===== src/rtl/bsg_fsb_router.sv =====
// Front-side-bus ring router: one inbound and one outbound 1-entry register,
// destination delivery to local nodes, command decoding and round-robin egress.
module bsg_fsb_router #(
  parameter int unsigned         width_p                = 80,
  parameter int unsigned         nodes_p                = 4,
  parameter int unsigned         id_width_p             = 4,
  parameter logic [nodes_p-1:0]  enabled_at_start_vec_p = '0,
  parameter int unsigned         reset_cycles_p         = 16
) (
  input  logic                       clk_i,
  input  logic                       reset_n_i,
  input  logic                       loopback_i,
  input  logic                       asm_v_i,
  input  logic [width_p-1:0]         asm_data_i,
  output logic                       asm_yumi_o,
  output logic                       asm_v_o,
  output logic [width_p-1:0]         asm_data_o,
  input  logic                       asm_ready_i,
  output logic [nodes_p-1:0]         node_v_o,
  output logic [width_p-1:0]         node_data_o,
  input  logic [nodes_p-1:0]         node_ready_i,
  input  logic [nodes_p-1:0]         node_v_i,
  input  logic [nodes_p*width_p-1:0] node_data_i,
  output logic [nodes_p-1:0]         node_yumi_o,
  output logic [nodes_p-1:0]         node_en_r_o,
  output logic [nodes_p-1:0]         node_reset_r_o,
  output logic [15:0]                drop_count_r_o
);

  localparam int unsigned ptr_w = (nodes_p > 1) ? $clog2(nodes_p) : 1;
  localparam int unsigned cnt_w = $clog2(reset_cycles_p + 1);

  logic                  in_v_r;
  logic [width_p-1:0]    in_data_r;
  logic                  out_v_r;
  logic [width_p-1:0]    out_data_r;
  logic [ptr_w-1:0]      rr_ptr_r;
  logic [cnt_w-1:0]      rst_cnt_r;

  logic [id_width_p-1:0] dest;
  logic [id_width_p-1:0] tgt;
  logic [1:0]            op;
  logic                  is_cmd;
  logic [nodes_p-1:0]    dest_oh;
  logic [nodes_p-1:0]    tgt_oh;

  logic                  out_load;
  logic                  in_drain;
  logic                  lb_xfer;
  logic                  drop;
  logic                  cmd_exec;

  logic [nodes_p-1:0]    req;
  logic [nodes_p-1:0]    gnt_oh;
  logic                  gnt_found;
  logic                  gnt_v;
  logic [ptr_w-1:0]      gnt_next_ptr;
  logic [width_p-1:0]    gnt_data;

  assign dest   = in_data_r[width_p-1 -: id_width_p];
  assign tgt    = in_data_r[2 +: id_width_p];
  assign op     = in_data_r[1:0];
  assign is_cmd = &dest;

  // One-hot decodes; out-of-range ids decode to zero and so act on no node.
  always_comb begin
    dest_oh = '0;
    tgt_oh  = '0;
    for (int k = 0; k < int'(nodes_p); k++) begin
      dest_oh[k] = (int'(dest) == k);
      tgt_oh[k]  = (int'(tgt) == k);
    end
  end

  assign out_load = ~out_v_r | asm_ready_i;

  // Inbound entry disposition: command, loopback, delivery or drop.
  always_comb begin
    in_drain = 1'b0;
    lb_xfer  = 1'b0;
    drop     = 1'b0;
    cmd_exec = 1'b0;
    node_v_o = '0;
    if (in_v_r) begin
      if (is_cmd) begin
        if (!(op == 2'd2 && rst_cnt_r != '0)) begin
          cmd_exec = 1'b1;
          in_drain = 1'b1;
        end
      end else if (loopback_i) begin
        lb_xfer  = out_load;
        in_drain = out_load;
      end else if (|(dest_oh & node_en_r_o)) begin
        node_v_o = dest_oh;
        in_drain = |(dest_oh & node_ready_i);
      end else begin
        drop     = 1'b1;
        in_drain = 1'b1;
      end
    end
  end

  assign asm_yumi_o  = reset_n_i & asm_v_i & (~in_v_r | in_drain);
  assign node_data_o = in_data_r;

  // Round-robin search starting at rr_ptr_r.
  assign req = node_v_i & node_en_r_o;
  always_comb begin
    int idx;
    idx          = 0;
    gnt_oh       = '0;
    gnt_found    = 1'b0;
    gnt_next_ptr = rr_ptr_r;
    for (int i = 0; i < int'(nodes_p); i++) begin
      idx = int'(rr_ptr_r) + i;
      if (idx >= int'(nodes_p)) idx = idx - int'(nodes_p);
      for (int k = 0; k < int'(nodes_p); k++) begin
        if (!gnt_found && req[k] && idx == k) begin
          gnt_oh[k]    = 1'b1;
          gnt_found    = 1'b1;
          gnt_next_ptr = (k == int'(nodes_p) - 1) ? '0 : ptr_w'(k + 1);
        end
      end
    end
  end

  always_comb begin
    gnt_data = '0;
    for (int k = 0; k < int'(nodes_p); k++) begin
      if (gnt_oh[k]) gnt_data = node_data_i[k*width_p +: width_p];
    end
  end

  assign gnt_v       = out_load & ~lb_xfer & gnt_found;
  assign node_yumi_o = (reset_n_i & gnt_v) ? gnt_oh : '0;
  assign asm_v_o     = out_v_r;
  assign asm_data_o  = out_data_r;

  always_ff @(posedge clk_i or negedge reset_n_i) begin
    if (!reset_n_i) begin
      in_v_r    <= 1'b0;
      in_data_r <= '0;
    end else if (asm_yumi_o) begin
      in_v_r    <= 1'b1;
      in_data_r <= asm_data_i;
    end else if (in_drain) begin
      in_v_r    <= 1'b0;
    end
  end

  always_ff @(posedge clk_i or negedge reset_n_i) begin
    if (!reset_n_i) begin
      out_v_r    <= 1'b0;
      out_data_r <= '0;
      rr_ptr_r   <= '0;
    end else begin
      if (out_load) begin
        out_v_r <= lb_xfer | gnt_v;
        if (lb_xfer)    out_data_r <= in_data_r;
        else if (gnt_v) out_data_r <= gnt_data;
      end
      if (gnt_v) rr_ptr_r <= gnt_next_ptr;
    end
  end

  always_ff @(posedge clk_i or negedge reset_n_i) begin
    if (!reset_n_i) begin
      node_en_r_o    <= enabled_at_start_vec_p;
      drop_count_r_o <= '0;
    end else begin
      if (cmd_exec && op == 2'd0) node_en_r_o <= node_en_r_o | tgt_oh;
      if (cmd_exec && op == 2'd1) node_en_r_o <= node_en_r_o & ~tgt_oh;
      if (cmd_exec && op == 2'd3)
        drop_count_r_o <= '0;
      else if (drop && drop_count_r_o != 16'hFFFF)
        drop_count_r_o <= drop_count_r_o + 16'd1;
    end
  end

  // Shared pulse counter: reset-release window and op-2 node pulses.
  always_ff @(posedge clk_i or negedge reset_n_i) begin
    if (!reset_n_i) begin
      node_reset_r_o <= '1;
      rst_cnt_r      <= cnt_w'(reset_cycles_p);
    end else if (cmd_exec && op == 2'd2 && |tgt_oh) begin
      node_reset_r_o <= tgt_oh;
      rst_cnt_r      <= cnt_w'(reset_cycles_p);
    end else if (rst_cnt_r != '0) begin
      rst_cnt_r <= rst_cnt_r - cnt_w'(1);
      if (rst_cnt_r == cnt_w'(1)) node_reset_r_o <= '0;
    end
  end

endmodule


===== config.mk =====
export PLATFORM = sky130hd
export DESIGN_NAME = bsg_fsb_router
export DESIGN_NICKNAME = d
export VERILOG_FILES = /design/src/rtl/bsg_fsb_router.sv
export SDC_FILE = /design/constraint.sdc
export NUM_CORES = 1
export LEC_CHECK = 0
export CORE_AREA = 3 3 234 236
export CTS_BUF_LIST = sky130_fd_sc_hd__clkbuf_16
export DETAILED_ROUTE_END_ITERATION = 7
export DIE_AREA = 0 0 237 239
export GPL_ROUTABILITY_DRIVEN = 0
export PLACE_DENSITY_LB_ADDON = 0.05
export SETUP_SLACK_MARGIN = 0.02
export SYNTH_ARGS = -nofsm -noshare
export SYNTH_HDL_FRONTEND = slang
export SYNTH_SLANG_ARGS = --single-unit

===== constraint.sdc =====
create_clock -name clk_i -period 6.7 [get_ports clk_i]
set_clock_uncertainty 0.1 [all_clocks]
set_input_delay 1.675 -clock clk_i [delete_from_list [all_inputs] [get_ports clk_i]]
set_output_delay 1.675 -clock clk_i [all_outputs]
set_load 0.05 [all_outputs]

Word level (Yosys, flattened, before mapping)
Index checks and enable logic that the tools add are counted.
Widths: inputs -> output; s select.
Storage, ports and cells
  bits in registers: 193
  output and inout port bits: 194
Operators by class
  $add $sub $neg: 9
  $lt $le $gt $ge: 4
  equality and inequality tests: 23
  multiplexer cells: 87
  bitwise operators: 17
  reductions and logical operators: 75
Operators with widths (number)
  $mux 80: 6
  $eq 32x3->1 const B: 8
  $eq 32x2->1 const B: 4
  $logic_not 32->1: 4
  $mux 32: 4
  $mux 1: 47
  $mux 4: 10
  $logic_and 1x1->1: 38
  $mux 16: 2
  $mux 2: 16
  $add 16x1->16 const B: 1
  $and 4x4->4: 4
  $eq 4x3->1 const B: 4
  $ne 16x16->1 const B: 1
  $reduce_bool 16->1: 1
  $logic_not 1->1: 15
  $reduce_bool 2->1: 6
  $reduce_or 4->1: 3
  $sub 3x3->4 const B: 3
  $mux 5: 2
  $ge 3x3->1 const B: 3
  $eq 4x2->1 const B: 2
  $logic_not 4->1: 2
  $add 2x2->3 const B: 2
  other kinds (16): 27

Logic depth before layout (Yosys ltp)
  depth in word-level cells: 68
  gate-level depth with buffers: 9

Worst setup path after synthesis
OpenSTA, ideal clock, no wires.
  path kind: input -> output
  start: input port loopback_i
  end: output port node_v_o[2]
  data arrival time: 3529 ps
  required time: 4925 ps
  setup slack: 1396 ps
  stages on the path: 2
  buffers on the path: 0
  path through: nand2b_1 > nor4b_1
Between the ends
  cells in the longest elaborated chain, start to end: 3
RTL lines
  from (decl): RTL line 12  | input logic loopback_i,
  $mux 4: RTL line 90  | end else if (loopback_i) begin
  $mux 4: RTL line 85  | if (is_cmd) begin
  $mux 4: RTL line 84  | if (in_v_r) begin
  to (decl): RTL line 19  | output logic [nodes_p-1:0] node_v_o,
No other way between the ends.

Final worst setup path
  start: input port node_v_i[0]
  end: output port node_yumi_o[2]
Between the ends
  cells in the longest elaborated chain, start to end: 66
  elaborated cells between the ends (all ways): 70
  classes of those cells: 21 x mux; 3 x bitwise; 46 x reduce/logical
RTL lines
  from (decl): RTL line 22  | input logic [nodes_p-1:0] node_v_i,
  $and 4x4->4 *: RTL line 107  | assign req = node_v_i & node_en_r_o;
  $logic_and 1x1->1: RTL line 118  | if (!gnt_found && req[k] && idx == k) begin
  $mux 1: RTL line 118
  $logic_not 1->1: RTL line 118
  $logic_and 1x1->1 (2 in a row): RTL line 118
  $mux 1: RTL line 118
  $logic_not 1->1: RTL line 118
  $logic_and 1x1->1 (2 in a row): RTL line 118
  [46 not listed]
  $logic_and 1x1->1 (2 in a row): RTL line 118
  $mux 1: RTL line 118
  $logic_not 1->1: RTL line 118
  $logic_and 1x1->1 (2 in a row): RTL line 118
  $mux 1: RTL line 118
  $and 1x1->1: RTL line 134  | assign gnt_v = out_load & ~lb_xfer & gnt_found;
  $and 1x1->1: RTL line 135  | assign node_yumi_o = (reset_n_i & gnt_v) ? gnt_oh : '0;
  $mux 4 *: RTL line 135
  to (decl): RTL line 24  | output logic [nodes_p-1:0] node_yumi_o,
Mark *: on every way between the ends. The rest lies on a longest branch, timed or not.

==> impl_metrics.csv <==
group,metric,value,unit
synth,synth_edf_count,0,
pwr,p_clk_frac,0.156,
pwr,ir_drop,0.182,mV
grt,antenna_found_initial,6,
clock_tree,clk_latency,0.49,ns
placed_design,dp_hpwl,39900,µm
drt,ant_nets,0,
synth,synthesis.instances,940,
worst_hold_path,hold_start,"node_reset_r_o[0]",
synth,synthFlopType,"dfrtp_1",
worst_setup_path,worstPathArrival,4.07,ns
sta,fin_crit_sh,0.873,
synth,ys_warn_count,0,
worst_setup_path,worstPathCellList,"clkdlybuf4s50_1 > nand2_1 > and3_1 > and3b_1 > and3_1 > clkdlybuf4s50_1",
worst_setup_path,r2r-end,"node_data_o[33]",
sta,hold_viol,0,
pwr,internal_power,3.38,mW
worst_hold_path,hold_path_depth,2,
worst_setup_path,ff2ff_setup_slack,3.56,ns
cells_and_area,ff_latch_area,0.00484,mm²
worst_setup_path,rr_startpoint,"rst_cnt_r[0]",
synth,async_reset_ff_frac,1.00,
synth,ys_seq_elements,193,
pwr,p_leak,6.43,nW
worst_setup_path,r2r_cells,8,
floorplan,dieArea,0.0566,mm²
synth,syn_area,0.00999,mm²
pwr,powerDensity,374,mW/mm²
sta,slew_headroom,0.242,
worst_setup_path,cp_slowest_stage_delay,0.97,ns
clock_tree,htree_levels,4,
placed_design,io_buffers,606,
sta,slew_viol_final,0,
worst_setup_path,slowest_stage,"clkdlybuf4s50_1",
worst_setup_path,worst-path-buf-inv,2,
worst_setup_path,cp_top_family,"buffers and inverters",
cells_and_area,post-route-util,0.326,
sta,rsz0062_at_grt,"false",
grt,grtUsageTotal,0.186,
pwr,comb_power_share,0.546,
worst_setup_path,cp.required,4.93,ns
clock_tree,cts_sinks,193,
grt,grt_max_degree,109,
worst_setup_path,worstSetupEndpointType,"primary output",
sta,min_period,5.85,ns
pwr,switching_share,0.473,
sta,fmax,171,MHz
clock_tree,post_cts_buffers,0,
run,drv_cap,0,
floorplan,die_h,239,µm
worst_hold_path,min_to,"node_reset_r_o[0]",
grt,overflow,0,
synth,synth_nets,1356,
pwr,p_seq_frac,0.298,
synth,synth_area_leaders,"dfrtp_1 (47%), mux2_4 (12%), a22oi_1 (6.1%), a31oi_1 (5.1%), o22ai_1 (5.1%)",
worst_setup_path,path_class,"primary input to primary output",
worst_hold_path,hp-class,"flip-flop to flip-flop",
sta,tns,0,ns
cells_and_area,syn2layout_area_growth,71.9,%
drt,wire_per_inst,24.6,µm
floorplan,std_cell_rows,84,
floorplan,fp.dieW,237,µm
pwr,switching_power,3.03,mW
clock_tree,cts_tree,"done",
drt,vias_per_cell,4.60,
sta,setup_viol,0,
worst_setup_path,cp_max_fo,6,
clock_tree,cts_root_buffer,"clkbuf_16",
floorplan,pin_count,607,
synth,synth_top_area_share,0.471,
clock_tree,ctsResizeCount,0,
sta,tightestPinTransition,1.14,ns
drt,drc,0,
grt,grt_pass1_vias,10600,
synth,syn_area_per_cell,10.6,µm²
drt,drtIter0Drc,484,
clock_tree,clkTransAtPathRegs,0.07,ns
floorplan,start_util,0.190,
clock_tree,numCtsBuffers,17,
synth,synth.largest_area_cell,"dfrtp_1",
worst_setup_path,start_kind,"primary input",
cells_and_area,layout-drive-gt1-share,0.0933,
cells_and_area,multi_input_area,0.00470,mm²
clock_tree,ctsHoldBuffers,0,
synth,synth_cell_types,54,
clock_tree,cts_buffer_depth,2,
drt,vias,10100,
pwr,fin_total_pwr,6.42,mW
grt,grt_pass1_wl,76600,µm
floorplan,coreArea,0.0527,mm²
synth,yosysSeqAreaShare,0.484,
cells_and_area,fillers,5463,
status,status,"completed",
drt,wl,54200,µm
drt,first_pass_iters,6,
cells_and_area,final_nets,1915,
-- flip-flops by register name, indices dropped and copies added, names as in the netlist, named ones only --
signal          cells
asm_v_o             1
in_v_r              1
drop_count_r_o     16
asm_data_o         80
rr_ptr_r            2
node_reset_r_o      4
rst_cnt_r           5
node_data_o        80
-- cell usage in the layout, fill, tap and decap left out, types with 11 or more instances in the layout --
master / instances
a22oi_1: 81
o22ai_1: 81
clkdlybuf4s50_1: 601
buf_4: 11
o21ai_0: 20
nand2_1: 106
mux2_4: 79
nor2_1: 11
dfrtp_1: 188
a31oi_1: 82
a21oi_1: 88
nand3_1: 20
clkbuf_16: 17
-- metal layers --
metal  vias up  GRT usage  share of wire  routed length (µm)
li1       4719          -              -                   -
met1      4982      0.210           0.39               21200
met2       393      0.330           0.51               27900
met3        38     0.0677          0.079                4280
met4         2     0.0502          0.016                 872
met5         -          0        0.00037                  20
-- cells by family (layout without fill, tap and decap cells) --
family	after synthesis	in the layout	synth area share
AO/OA/AOI/OAI	379	379	0.241
XOR/XNOR	3	3	0.00263
adder cells (fa/ha/maj)	3	3	0.00376
buffers and inverters	85	657	0.0502
flip-flops	193	193	0.484
multiplexers	84	84	0.125
other	0	4	0
AND/OR/NAND/NOR	193	193	0.0936
-- per-stage QoR --
step	instance area [µm²]	std cells	setup slack, ns	hold slack, ns
2_1_floorplan	9990	940	1.40	0.389
3_3_place_gp	16600	2168	0.858	0.373
3_5_place_dp	16600	2168	0.880	0.377
4_1_cts	17200	2200	0.854	0.389
5_1_grt	17200	2203	0.760	0.419
6_report	17200	2204	0.852	0.384
-- worst max-delay path by stage --
stage,slack [ns],depth (start not counted),to,from
5_1_grt,0.76,6,node_yumi_o[2],node_v_i[3]
6_report,0.85,6,node_yumi_o[2],node_v_i[0]
4_1_cts,0.85,6,node_yumi_o[2],node_v_i[0]
3_5_place_dp,0.88,6,node_yumi_o[2],node_v_i[0]
3_3_place_gp,0.86,6,node_yumi_o[2],node_v_i[0]
2_1_floorplan,1.40,2,node_v_o[2],loopback_i
-- cell usage after synthesis, types with 3 or more instances --
cell / instances
o211ai_1: 4
inv_1: 7
and3_1: 10
nand2b_1: 6
a31oi_1: 82
nand3_1: 20
clkbuf_1: 52
or3_1: 10
buf_6: 3
nand4_1: 6
xor2_1: 3
nor4_1: 4
mux2_4: 79
nor2_1: 11
buf_12: 9
or2_2: 3
buf_1: 3
a22oi_1: 81
o22ai_1: 81
ha_1: 3
o21ai_0: 20
dfrtp_1: 188
nand2_1: 106
a21oi_1: 88
o31ai_1: 9
buf_2: 11
dfstp_2: 5
-- cell type report --
class / count / area share
diodes: 4 / 0.000583
clock buffers: 17 / 0.0248
clock inverters: 15 / 0.00605
inverters: 7 / 0.00153
multi-input cells: 662 / 0.274
flip-flops and latches: 193 / 0.282
well taps: 688 / 0.0501
repair buffers: 618 / 0.362
-- power by group through the flow --
| stage | clock network [mW] | logic [mW] | registers [mW] |
|---|---|---|---|
| 3_3_place_gp | 0 | 3.56 | 1.92 |
| 4_1_cts | 1.06 | 3.55 | 1.92 |
| 2_1_floorplan | 0 | 0.823 | 3.19 |
| 5_1_grt | 1.09 | 3.66 | 1.98 |
| 6_report | 1.00 | 3.50 | 1.91 |
| 3_5_place_dp | 0 | 3.55 | 1.93 |
-- worst register-to-register path, cell delays in order (launching register included) --
cell and delay [ns]:
dfrtp_1 0.42, inv_1 0.10, ha_1 0.27, nor4b_4 0.32, a2bb2oi_1 0.27, a31oi_1 0.11
o22ai_4 0.23, buf_4 0.75, mux2_4 0.45
(Power assumes the default switching activity.)
